**src/rtl/snake_dir_input_if.sv**
```systemverilog
// Signal bundle between the board buttons / movement logic and the direction front end.
// The master drives raw buttons and the move tick; the slave returns the conditioned request.
interface snake_dir_input_if;
    logic [3:0] btn_raw;
    logic       move_tick;
    logic [3:0] direction;
    logic [3:0] btn_level;
    logic [3:0] press_pulse;
    logic       overrun;

    modport master (
        output btn_raw,
        output move_tick,
        input  direction,
        input  btn_level,
        input  press_pulse,
        input  overrun
    );

    modport slave (
        input  btn_raw,
        input  move_tick,
        output direction,
        output btn_level,
        output press_pulse,
        output overrun
    );
endinterface

```
**src/rtl/snake_dir_input.sv**
```systemverilog
// Conditions four bouncing push-buttons into a held one-hot direction request.
// Bit order: [0]=left [1]=down [2]=up [3]=right.
module snake_dir_input #(
    parameter int unsigned DEBOUNCE_CYCLES = 50000,
    parameter int unsigned CNT_W           = 16
) (
    input logic              clk,
    input logic              clear,
    snake_dir_input_if.slave bus
);
    localparam logic [CNT_W-1:0] CntLast = CNT_W'(DEBOUNCE_CYCLES - 1);

    typedef enum logic {StIdle, StPending} state_e;

    logic [3:0]       s1_q, s1_d, s2_q, s2_d;
    logic [CNT_W-1:0] cnt_q [4];
    logic [CNT_W-1:0] cnt_d [4];
    logic [3:0]       level_q, level_d, level_dly_q, level_dly_d;
    logic [3:0]       pulse_q, pulse_d;
    logic [3:0]       dir_q, dir_d, winner;
    logic             overrun_q, overrun_d;
    state_e           state_q, state_d;

    // Synchronizer, per-button debounce and rising-edge detect.
    always_comb begin
        s1_d    = bus.btn_raw;
        s2_d    = s1_q;
        level_d = level_q;
        for (int i = 0; i < 4; i++) begin
            cnt_d[i] = '0;
            if (s2_q[i] != level_q[i]) begin
                if (cnt_q[i] == CntLast) begin
                    level_d[i] = s2_q[i];
                end else begin
                    cnt_d[i] = cnt_q[i] + CNT_W'(1);
                end
            end
        end
        level_dly_d = level_q;
        // Pulse lands the cycle after btn_level rises.
        pulse_d     = level_q & ~level_dly_q;
    end

    // Fixed priority among simultaneous presses: right > left > down > up.
    always_comb begin
        winner = 4'b0000;
        if (pulse_q[3]) begin
            winner = 4'b1000;
        end else if (pulse_q[0]) begin
            winner = 4'b0001;
        end else if (pulse_q[1]) begin
            winner = 4'b0010;
        end else if (pulse_q[2]) begin
            winner = 4'b0100;
        end
    end

    always_comb begin
        state_d   = state_q;
        dir_d     = dir_q;
        overrun_d = overrun_q;
        case (state_q)
            StIdle: begin
                if (|pulse_q) begin
                    dir_d   = winner;
                    state_d = StPending;
                end
            end
            StPending: begin
                if (|pulse_q) begin
                    dir_d = winner;
                    // A same-cycle tick consumes the old request, so nothing is lost.
                    if (!bus.move_tick) begin
                        overrun_d = 1'b1;
                    end
                end else if (bus.move_tick) begin
                    dir_d   = 4'b0000;
                    state_d = StIdle;
                end
            end
            default: begin
                dir_d   = 4'b0000;
                state_d = StIdle;
            end
        endcase
    end

    always_ff @(posedge clk) begin
        if (clear) begin
            s1_q        <= '0;
            s2_q        <= '0;
            level_q     <= '0;
            level_dly_q <= '0;
            pulse_q     <= '0;
            dir_q       <= '0;
            overrun_q   <= 1'b0;
            state_q     <= StIdle;
            for (int i = 0; i < 4; i++) begin
                cnt_q[i] <= '0;
            end
        end else begin
            s1_q        <= s1_d;
            s2_q        <= s2_d;
            level_q     <= level_d;
            level_dly_q <= level_dly_d;
            pulse_q     <= pulse_d;
            dir_q       <= dir_d;
            overrun_q   <= overrun_d;
            state_q     <= state_d;
            for (int i = 0; i < 4; i++) begin
                cnt_q[i] <= cnt_d[i];
            end
        end
    end

    assign bus.direction   = dir_q;
    assign bus.btn_level   = level_q;
    assign bus.press_pulse = pulse_q;
    assign bus.overrun     = overrun_q;
endmodule
```
**src/flat_wrapper.sv**
```systemverilog
// flat-port wrapper written by rule: the top's interface ports become plain ports
module snake_dir_input_flat 
#(
    parameter int unsigned DEBOUNCE_CYCLES = 50000,
    parameter int unsigned CNT_W           = 16
)
  (clk, clear, bus_btn_raw, bus_move_tick, bus_direction, bus_btn_level, bus_press_pulse, bus_overrun);
  snake_dir_input_if bus_i ();
  input logic clk;
  input logic clear;
  input wire logic [$bits(bus_i.btn_raw)-1:0] bus_btn_raw;
  input wire logic [$bits(bus_i.move_tick)-1:0] bus_move_tick;
  output wire logic [$bits(bus_i.direction)-1:0] bus_direction;
  output wire logic [$bits(bus_i.btn_level)-1:0] bus_btn_level;
  output wire logic [$bits(bus_i.press_pulse)-1:0] bus_press_pulse;
  output wire logic [$bits(bus_i.overrun)-1:0] bus_overrun;
  assign bus_i.btn_raw = bus_btn_raw;
  assign bus_i.move_tick = bus_move_tick;
  assign bus_direction = bus_i.direction;
  assign bus_btn_level = bus_i.btn_level;
  assign bus_press_pulse = bus_i.press_pulse;
  assign bus_overrun = bus_i.overrun;
  snake_dir_input #(.DEBOUNCE_CYCLES(DEBOUNCE_CYCLES), .CNT_W(CNT_W)) u_core (.clk(clk), .clear(clear), .bus(bus_i));
endmodule
```
**config.mk**
```make
export PLATFORM = sky130hd
export DESIGN_NAME = snake_dir_input_flat
export DESIGN_NICKNAME = d
export VERILOG_FILES = /design/src/rtl/snake_dir_input_if.sv /design/src/rtl/snake_dir_input.sv /design/src/flat_wrapper.sv
export SDC_FILE = /design/constraint.sdc
export NUM_CORES = 1
export LEC_CHECK = 0
export CORE_MARGIN = 2
export CORE_UTILIZATION = 60
export DETAILED_ROUTE_END_ITERATION = 8
export GPL_TIMING_DRIVEN = 0
export PLACE_DENSITY = 0.8
export SLEW_MARGIN = 5
export SYNTH_ARGS = -nofsm -noshare
export SYNTH_HDL_FRONTEND = slang
export SYNTH_SLANG_ARGS = --single-unit
```
**constraint.sdc**
```tcl
create_clock -name clk -period 5.7 [get_ports clk]
set_clock_uncertainty 0.15 [all_clocks]
set_input_delay 0.855 -clock clk [delete_from_list [all_inputs] [get_ports clk]]
set_output_delay 0.855 -clock clk [all_outputs]
set_load 0.02 [all_outputs]
```
* Word level (Yosys, flattened, before mapping)
Memories as Yosys holds them, arrays and structs flattened. Index checks and enable logic that the tools add are counted.
Word-level totals: word-level logic and storage cells 68, bits in writable memories 64, output and inout port bits 13, memories kept 1, register bits after elaboration 26, input port bits 7
Memory list:
- u_core.cnt_q | words 4, width 16, rd ports 4, clocked after memory_dff 0, write ports 4, line snake_dir_input.sv:16 | logic [CNT_W-1:0] cnt_q [4];
Operators by class: bitwise gates (word level) 8, equality and inequality tests 10, add/sub/neg operators 4, muxes and demuxes 27, reduce and logical (&&, ||, !) cells 7
Operators by type and width (count):
- two-way mux 16 bit | 12
- adder 16 x 1 -> 16 bit (second input constant) | 4
- == test 16 bit (second input constant) | 4
- two-way mux 4 bit | 6
- AND reduction 2 bit | 5
- case mux 4 bit (2 select lines) | 1
- two-way mux 1 bit | 6
- bitwise AND 4 bit | 1
- inequality test 1 bit | 4
- NOT 4 bit | 1
- OR 1 bit | 4
- OR reduction 4 bit | 1
- two-way mux 3 bit | 1
- inequality test 3 bit (second input constant) | 1
- AND reduction 3 bit | 1
- inequality test 2 x 1 -> 1 bit (second input constant) | 1
- NOT 1 bit | 2
- case mux 1 bit (2 select lines) | 1

* Longest topological paths before layout
Gate-level depths: netlist of the first run.
depth in word-level cells 6, mapped depth 7, mapped depth without buffers 5

* Worst setup path before layout of the first run
No wires, ideal clock.
kind register -> register, start mem u_core.cnt_q[0][5], end mem u_core.cnt_q[0][10], period minus slack after synthesis 1.862 ns, data required time 5.435 ns, slack 3.838 ns, library setup time 0.115 ns, path buffers 1, data arrival time 1.598 ns, cell stages (with the launch flop) 5, cell sequence dfxtp_1 or4b_4 o41ai_4 buf_6 nor2_1
RTL lines (line):
- start, declared | snake_dir_input.sv:16

* Worst setup path in the final report of the first run
start reg u_core.level_q[2] (netlist: u_core.bus.btn_level[2]), end out bus_btn_level[2]
RTL lines:
- start, declared | line snake_dir_input.sv:18 | logic [3:0] level_q, level_d, level_dly_q, level_dly_d;
- start signal, assigned | line snake_dir_input.sv:104 | level_q <= level_d;
- end, declared | line flat_wrapper.sv:14 | output wire logic [$bits(bus_i.btn_level)-1:0] bus_btn_level;
No word-level cell between the ends.

==> results.md, run 1 <==
- Measured along the y axis, the die boundary spans 82.0 um.
- The slowest cell on the critical path is clkdlybuf4s50_1.
- The cell count after synthesis is 394.
- STA puts the critical path data arrival time at 1.39 ns.
- After the last flow step, the layout net total stands at 435.
- The analysis attributes to net switching a power of 0.232 mW.
- The worst setup path startpoint is u_core.bus.btn_level[2]$_SDFFE_PP0P_.
- The internal cell power is 0.889 mW.
- The kind of cell with the highest combined delay along the critical path is buffers and inverters.
- Of all cell types, the one taking the most synthesized area is dfxtp_1.
- Setup repair after global routing left no endpoint under its margin.
- The floorplan step set the die width to 82.0 um.
- Setup violations remaining at the end of the flow were counted as 0.
- The detailed-route DRC error count is 0.
- The number of H-tree levels is 3.
- Along the worst path, the maximum fanout reaches 4.
- 20 I/O pins were placed.
- For this run the aggregate overflow at the end of global routing stands at 0.
- In the synthesized netlist, the cells that appear most often are 90 x dfxtp_1, 87 x nor2_1, 52 x xnor2_1.
- The relative max-transition margin is 0.668.
- Yosys mapped a number of flops with a built-in enable equal to 0.
- The kind of end point of the critical path is an output pin.
- The source of the worst hold timing path is u_core.level_dly_q[0]$_SDFF_PP0_.
- The root buffer cell is clkbuf_8.
- The total of max-cap violations is 0.
- The fraction of layout cells with a size suffix above 1 is 0.0559.
- The startpoint class of the critical path is a register.
- The sequential fraction of design power is 0.565.
- The layout-stage area growth over the synthesis result is 13.8%.
- Measured on the finished design, the core utilization comes to 0.705.
- The mapped netlist covers 0.00365 mm2.
- The buffer levels on the longest clock path is 2.
- STA puts the critical path data required time at 4.70 ns.
- The core region is 0.00589 mm2.
- Routability-driven placement finished with a final weighted congestion of 0.838.
- The internal reg-to-reg setup slack is 3.68 ns.
- In this run the core area contains 28 standard-cell rows.
- IR analysis of the VDD net gives a maximum drop of 0.140 mV.
- The layout filler cell count is 446.
- Among all flip-flop cells after synthesis, the most frequent one is dfxtp_1.
- The top-area cell type share of the netlist area is 0.494.
- The sequential-to-total area share from yosys stat is 0.494.
- The source of the worst register-to-register timing path is u_core.cnt_q[2][0]$_SDFF_PP0_.
- In the final timing run, aggregate negative setup slack is 0 ns.
- The number of library cell types mapped by synthesis is 33.
- Once detail routing completed, the nets flagged for antenna violations numbered 0.
- The run finished with clean final reports.
- Of the total power, combinational logic draws 0.016.
- The wire length of the first global-routing pass is 10.1 mm.
- The die outline area is 0.00672 mm2.
- The TritonCTS clock tree is built.
- The final critical delay including setup and external delays is 2.40 ns.
- Hold repair after CTS inserted 0 buffers.
- The multi-input combinational cell area is 0.00172 mm2.
- Yosys attributes the largest share of cell area to dfxtp_1 49%, xnor2_1 12%, nor2_1 9.0%.
- The worst reg-to-reg path cell count is 7.
- The share of power burned in the clock network is 0.419.
- Entering global routing, the biggest net connects 16 pins.
- The number of storage elements in the synthesis netlist is 90.
- A synthesized cell averages 9.26 um2.
- The via count of the first global-routing pass was 2362.
- The slew at the pin closest to its max-slew limit is 0.496 ns.
- The HPWL after detailed placement is 4.23 mm.
- The number of buffers inserted to repair setup after CTS is 0.
- In this run the static leakage power is 1.25 nW.
- The signal on the critical path passes through clkdlybuf4s50_1.
- Counting flops with an async set or reset pin after synthesis yields a share of 0.
- The cell with the most instances after synthesis is dfxtp_1.
- The post-route clock period utilization is 0.421.
- Power spread over the standard cell area amounts to 270 mW/mm2.
- The sequential cell area is 0.00180 mm2.
- In this run the critical register-to-register path is captured at u_core.cnt_q[2][12]$_SDFF_PP0_.
- During synthesis, Yosys emitted a total of 0 warnings.
- The TritonCTS sink count is 90.
- The total routing usage reported by global routing is 0.195.
- On the worst path, the slowest cell contributes a delay of 0.64 ns.
- Buffers placed on the I/O ports in this run total 19.
- The number of nets produced by synthesis is 405.
- Timing would allow up to 417 MHz.
- The number of diodes is 0.
- The routed layout has 2696 vias.
- The tightest hold path in the finished design has a slack of 0.237 ns.
- The average wire per standard cell is 12.1 um.
- The area of placed instances is 0.00393 mm2.
- Of the total power, the share spent switching nets is 0.207.
- The number of failing hold endpoints at the final stage is 0.
- For this configuration, the core starts out at a cell density of 0.620.
- The worst setup path is of the register to output pin kind.
- The tightest min-delay check is of the register to register type.
- The number of gates resized after CTS was 0.
- The number of max-slew violations in the final report is 0.
- TritonCTS created 9 clock buffers.
- The combined buffer and inverter count along the critical path is 1.
- For the worst-skew pair, the clock arrives at the later sink with an insertion delay of 0.35 ns.
- The number of cells on the critical path is 1.
- Wires add up to 6.10 mm.
- After detailed routing, the number of vias per cell comes to 5.35.
- The number of detailed-route iterations in the first pass is 4.
- The first routing iteration left 110 violations.
- The total non-filler cell area in the finished layout is 0.00415 mm2.
- The endpoint of the worst setup timing path is bus_btn_level[2].
- After clock tree synthesis, the clock-pin slew on the worst setup and hold paths is 0.08 ns.
- The number of antenna violations at the first check in global routing is 0.
[flip-flops by register name (all words and copies together) (netlist names)]
signal / flops
u_core.s1_q: 4
u_core.bus.overrun: 1
u_core.cnt_q: 64
u_core.level_dly_q: 4
u_core.bus.btn_level: 4
u_core.bus.direction: 4
u_core.state_q: 1
u_core.bus.press_pulse: 4
u_core.s2_q: 4
[through the flow]
step           worst slack (ns)  cells  power, mW
4_1_cts                    3.29    504       1.13
2_1_floorplan              3.84    394      0.659
6_report                   3.30    504       1.12
3_5_place_dp               3.02    488      0.666
3_3_place_gp               3.05    488      0.666
5_1_grt                    3.24    504       1.16
[placed cells by master, fill, tap and decap left out, drive strengths merged, types with 3 or more instances in the layout]
| cell type | n |
|---|---|
| dfxtp | 90 |
| nor2 | 87 |
| xnor2 | 52 |
| nand3 | 22 |
| nor4 | 20 |
| clkdlybuf4s50 | 19 |
| inv | 16 |
| nor2b | 15 |
| nand4 | 15 |
| nand2 | 14 |
| nor3 | 13 |
| clkbuf | 13 |
| xor2 | 8 |
| a21oi | 5 |
| buf | 5 |
| mux2i | 4 |
| ha | 4 |
| or4b | 3 |
[worst min-delay path by stage]
stage | to | slack [ns] | depth (start not counted)
2_1_floorplan | u_core.bus.press_pulse[1]$_SDFF_PP0_ | 0.22 | 1
3_3_place_gp | u_core.bus.press_pulse[3]$_SDFF_PP0_ | 0.22 | 1
3_5_place_dp | u_core.bus.press_pulse[0]$_SDFF_PP0_ | 0.23 | 1
4_1_cts | u_core.bus.press_pulse[0]$_SDFF_PP0_ | 0.24 | 1
5_1_grt | u_core.bus.press_pulse[2]$_SDFF_PP0_ | 0.25 | 1
6_report | u_core.bus.press_pulse[0]$_SDFF_PP0_ | 0.24 | 1
[area by class of cell]
type | count | area share
Tap cell | 75 | 0.0226
Timing Repair Buffer | 19 | 0.0458
Inverter | 15 | 0.0136
Clock inverter | 6 | 0.0217
Sequential cell | 90 | 0.434
Multi-Input combinational cell | 281 | 0.415
Buffer | 8 | 0.0163
Clock buffer | 10 | 0.0308
[power groups by stage]
stage / Combinational [mW] / Clock (mW) / Sequential [mW]
floorplan: 0.0107 / 0 / 0.648
global placement: 0.0177 / 0 / 0.648
detailed placement: 0.0180 / 0 / 0.648
CTS: 0.0181 / 0.480 / 0.633
global route: 0.0198 / 0.502 / 0.634
finish: 0.0179 / 0.470 / 0.633
[routing by layer]
layer / track usage / routed length (um) / share of wire
met3: 0.0560 / 209 / 0.034
met5: 0 / 0 / 0
met1: 0.256 / 3080 / 0.51
met4: 0.0650 / 76 / 0.012
met2: 0.308 / 2730 / 0.45
[cells by family after synthesis]
group,count (synthesis),synth area share
and+or+nand+nor,205,0.285
DFF,90,0.494
xor gates and xnor gates,60,0.144
buffers and inverters,23,0.0339
AOI/OAI and AO/OA,8,0.0182
muxes,4,0.0110
adders and majority gates,4,0.0137
Note: power is estimated with default switching activity, not from simulation.
==> inputs of run 2 (changes only) <==
CORE_UTILIZATION = 53   (was 60)
PLACE_DENSITY = 0.75   (was 0.8)
clock period = 2 ns   (was 5.7 ns; I/O delays follow)
==> run 2 against run 1 <==
First-iteration DRC count is 27% lower. Cell count increased by 1.6%. Critical path depth up 4. Utilization shrank 7.2 points. Die area up 13%. Critical path type is now register to register.
==> results.md, run 2 (synthesized netlist as in run 1, its figures left out) <==
- The residual overflow from global routing was 0 (unchanged).
- The type of the worst min-delay path is register to register (unchanged).
- The switching share of power is 0.191 (was 0.207).
- The peak supply drop came to 0.490 mV (was 0.140 mV).
- The total CTS buffers is 9 (unchanged).
- Worst path cell trace: or4b_4 -> o41ai_4 -> buf_4 -> buf_6 -> nor2_1 (was clkdlybuf4s50_1).
- The share of power burned in the clock network is 0.433 (was 0.419).
- The final critical delay including setup and external delays is 1.97 ns.
- The die outline area is 0.00756 mm2 (was 0.00672 mm2).
- The tightest hold margin was 0.232 ns (was 0.237 ns).
- The area of placed instances is 0.00394 mm2 (was 0.00393 mm2).
- The slew at the pin closest to its max-slew limit is 0.501 ns (was 0.496 ns).
- The via count of the first global-routing pass is 2386 (was 2362).
- The overall routed net length came to 6.22 mm (was 6.10 mm).
- The required arrival time at the worst endpoint is 2.09 ns (was 4.70 ns).
- The slowest cell on the critical path is or4b_4 (was clkdlybuf4s50_1).
- The average wire per standard cell came to 12.1 um (about the same).
- The number of vias per cell was 5.26 (was 5.35).
- The number of diodes is 0 (unchanged).
- The number of flip-flops in the largest register is 64 (unchanged).
- The die height is 87.0 um (was 82.0 um).
- The pin count of the biggest net entering global routing is 16 (unchanged).
- The detailed-route DRC error count is 0 (unchanged).
- The later-pin clock latency in the skew report was 0.35 ns (about the same).
- The DRC marker count from the first detailed-route iteration is 80 (was 110).
- The highest attainable clock frequency is 507 MHz.
- The via count of the routed design was 2691 (was 2696).
- The number of failing hold endpoints at the final stage is 0 (unchanged).
- The root buffer cell is clkbuf_8 (unchanged).
- The number of port buffers was 19 (unchanged).
- The total number of placement rows is 30 (was 28).
- The final count of negative-setup-slack endpoints was 0 (unchanged).
- The top fanout value on the critical path is 5 (was 4).
- The static leakage is 1.30 nW (was 1.25 nW).
- The starting density of the core was 0.543 (was 0.620).
- The total routing usage reported by global routing is 0.176 (was 0.195).
- The share of total power in combinational logic is 0.016 (about the same).
- The kind of cell adding the most delay to the critical path was simple AND/OR/NAND/NOR gates (was buffers and inverters).
- The I/O pin count is 20 (unchanged).
- The clock-pin slew reported for the worst setup and hold paths after clock tree synthesis is 0.08 ns (about the same).
- The final net count came to 439 (was 435).
- The combined buffer and inverter count along the critical path is 2 (was 1).
- The TritonCTS clock tree is built (unchanged).
- The final setup TNS came to 0 ns (unchanged).
- The total of max-cap violations is 0 (unchanged).
- The arrival time of the worst setup path was 2.07 ns (was 1.39 ns).
- The post-route clock period utilization is 0.986.
- The HPWL after detailed placement is 4.23 mm (about the same).
- The type of the setup path with the least slack is register to register (was register to output pin).
- The buffer levels on the longest clock path came to 2 (unchanged).
- The post-cts hold buffer count is 0 (unchanged).
- The largest register by flop count is u_core.cnt_q (unchanged).
- The sequential fraction of design power is 0.551 (was 0.565).
- Commonest non-fill, non-tap cells in the layout: 87 x nor2_1, 86 x dfxtp_1, 52 x xnor2_1 (was 90 x dfxtp_1, 87 x nor2_1, 52 x xnor2_1).
- The layout-stage area growth over the synthesis result is 16.6% (was 13.8%).
- The delay of the slowest critical-path stage came to 0.56 ns (was 0.64 ns).
- The global placement routability congestion is 0.833 (was 0.838).
- The fraction of layout cells with a size suffix above 1 is 0.0856 (was 0.0559).
- The number of H-tree levels is 3 (unchanged).
- The internal cell power is 2.65 mW (was 0.889 mW).
- The post-layout total power is 3.27 mW (was 1.12 mW).
- The area of the core came to 0.00672 mm2 (was 0.00589 mm2).
- The wire length of the first global-routing pass is 10.6 mm (was 10.1 mm).
- The number of antenna violations at the first check in global routing is 0 (unchanged).
- The power density over cell area is 770 mW/mm2 (was 270 mW/mm2).
- The placed cell count is 493 (was 488).
- The relative max-transition margin is 0.665 (was 0.668).
- The number of max-slew violations in the final report is 0 (unchanged).
- The most common library cell in the layout ignoring fill and taps was nor2_1 (was dfxtp_1).
- The total non-filler cell area in the finished layout is 0.00425 mm2 (was 0.00415 mm2).
- The final antenna-violating net count is 0 (unchanged).
- The number of detailed-route iterations in the first pass came to 4 (unchanged).
- The total net switching power is 0.624 mW (was 0.232 mW).
- The TritonCTS sink count is 90 (unchanged).
- The kind of end point of the critical path is a register (was output pin).
- The startpoint class of the critical path is a register (unchanged).
- Result of the run: finished, final reports clean (unchanged).
- The final cell count without fillers was 512 (was 504).
- The chip width was 87.0 um (was 82.0 um).
==> run 2: worst register-to-register path, cell delays in order (launching register included) <==
cell	delay (ns)
dfxtp_2	0.35
or4b_4	0.56
o41ai_4	0.44
buf_4	0.20
buf_6	0.11
nor2_1	0.05
==> run 2: layout make-up <==
| class | instances | area [um2] |
|---|---|---|
| clock inverter | 5 | 104 |
| buffer | 7 | 63.8 |
| timing repair buffer | 24 | 225 |
| tap | 80 | 100 |
| fill | 522 | 2470 |
| multi-input combinational | 281 | 1770 |
| sequential | 90 | 1810 |
| clock buffer | 10 | 128 |
| inverter | 15 | 56.3 |
==> run 2: metrics by stage <==
| step | setup slack [ns] | utilization |
|---|---|---|
| after detailed placement | -0.110 | 0.586 |
| final | 0.0281 | 0.633 |
| after floorplan | 0.138 | - |
| after CTS | 0.00383 | 0.625 |
| after global routing | -0.0119 | 0.633 |
| after global placement | -0.128 | 0.586 |
==> run 2: metal layers <==
| metal | global-route usage | wire length [um] | vias to the layer above |
|---|---|---|---|
| li1 | - | - | 1400 |
| met1 | 0.236 | 3060 | 1237 |
| met2 | 0.271 | 2850 | 48 |
| met3 | 0.0436 | 219 | 6 |
| met4 | 0.0753 | 82 | 0 |
| met5 | 0 | 0 | - |
==> run 2: final timing paths <==
path / startpoint / to / slack (ns) / cells past startpoint
worst max register to register: u_core.cnt_q[0][5]$_SDFF_PP0_ / u_core.cnt_q[0][14]$_SDFF_PP0_ / 0.03 / 5
worst min register to register: u_core.level_dly_q[2]$_SDFF_PP0_ / u_core.bus.press_pulse[2]$_SDFF_PP0_ / 0.23 / 1
worst max-delay path: u_core.cnt_q[0][5]$_SDFF_PP0_ / u_core.cnt_q[0][14]$_SDFF_PP0_ / 0.03 / 5
worst min-delay path: u_core.level_dly_q[2]$_SDFF_PP0_ / u_core.bus.press_pulse[2]$_SDFF_PP0_ / 0.23 / 1
==> run 2: what timing repair did <==
item / 4_1_cts / 5_1_grt
endpoints found under the hold margin: 0 / 0
resized for setup: 5 / 7
pin swaps: 3 / 4
setup endpoints to repair: 36 / 30
buffers inserted: 0 / 4
gates cloned: 0 / 1
==> run 2: power by group through the flow <==
stage | logic [mW] | clock network, mW | registers, mW
6_report | 0.0528 | 1.42 | 1.80
2_1_floorplan | 0.0306 | 0 | 1.85
3_5_place_dp | 0.0514 | 0 | 1.85
5_1_grt | 0.0583 | 1.53 | 1.81
4_1_cts | 0.0513 | 1.45 | 1.81
3_3_place_gp | 0.0512 | 0 | 1.85
==> inputs of run 3 (changes only) <==
ABC_CLOCK_PERIOD_IN_PS = 2000   (was not set)
==> results of run 3 <==
No change in the layout: final DEF, timing and power equal those of run 2.
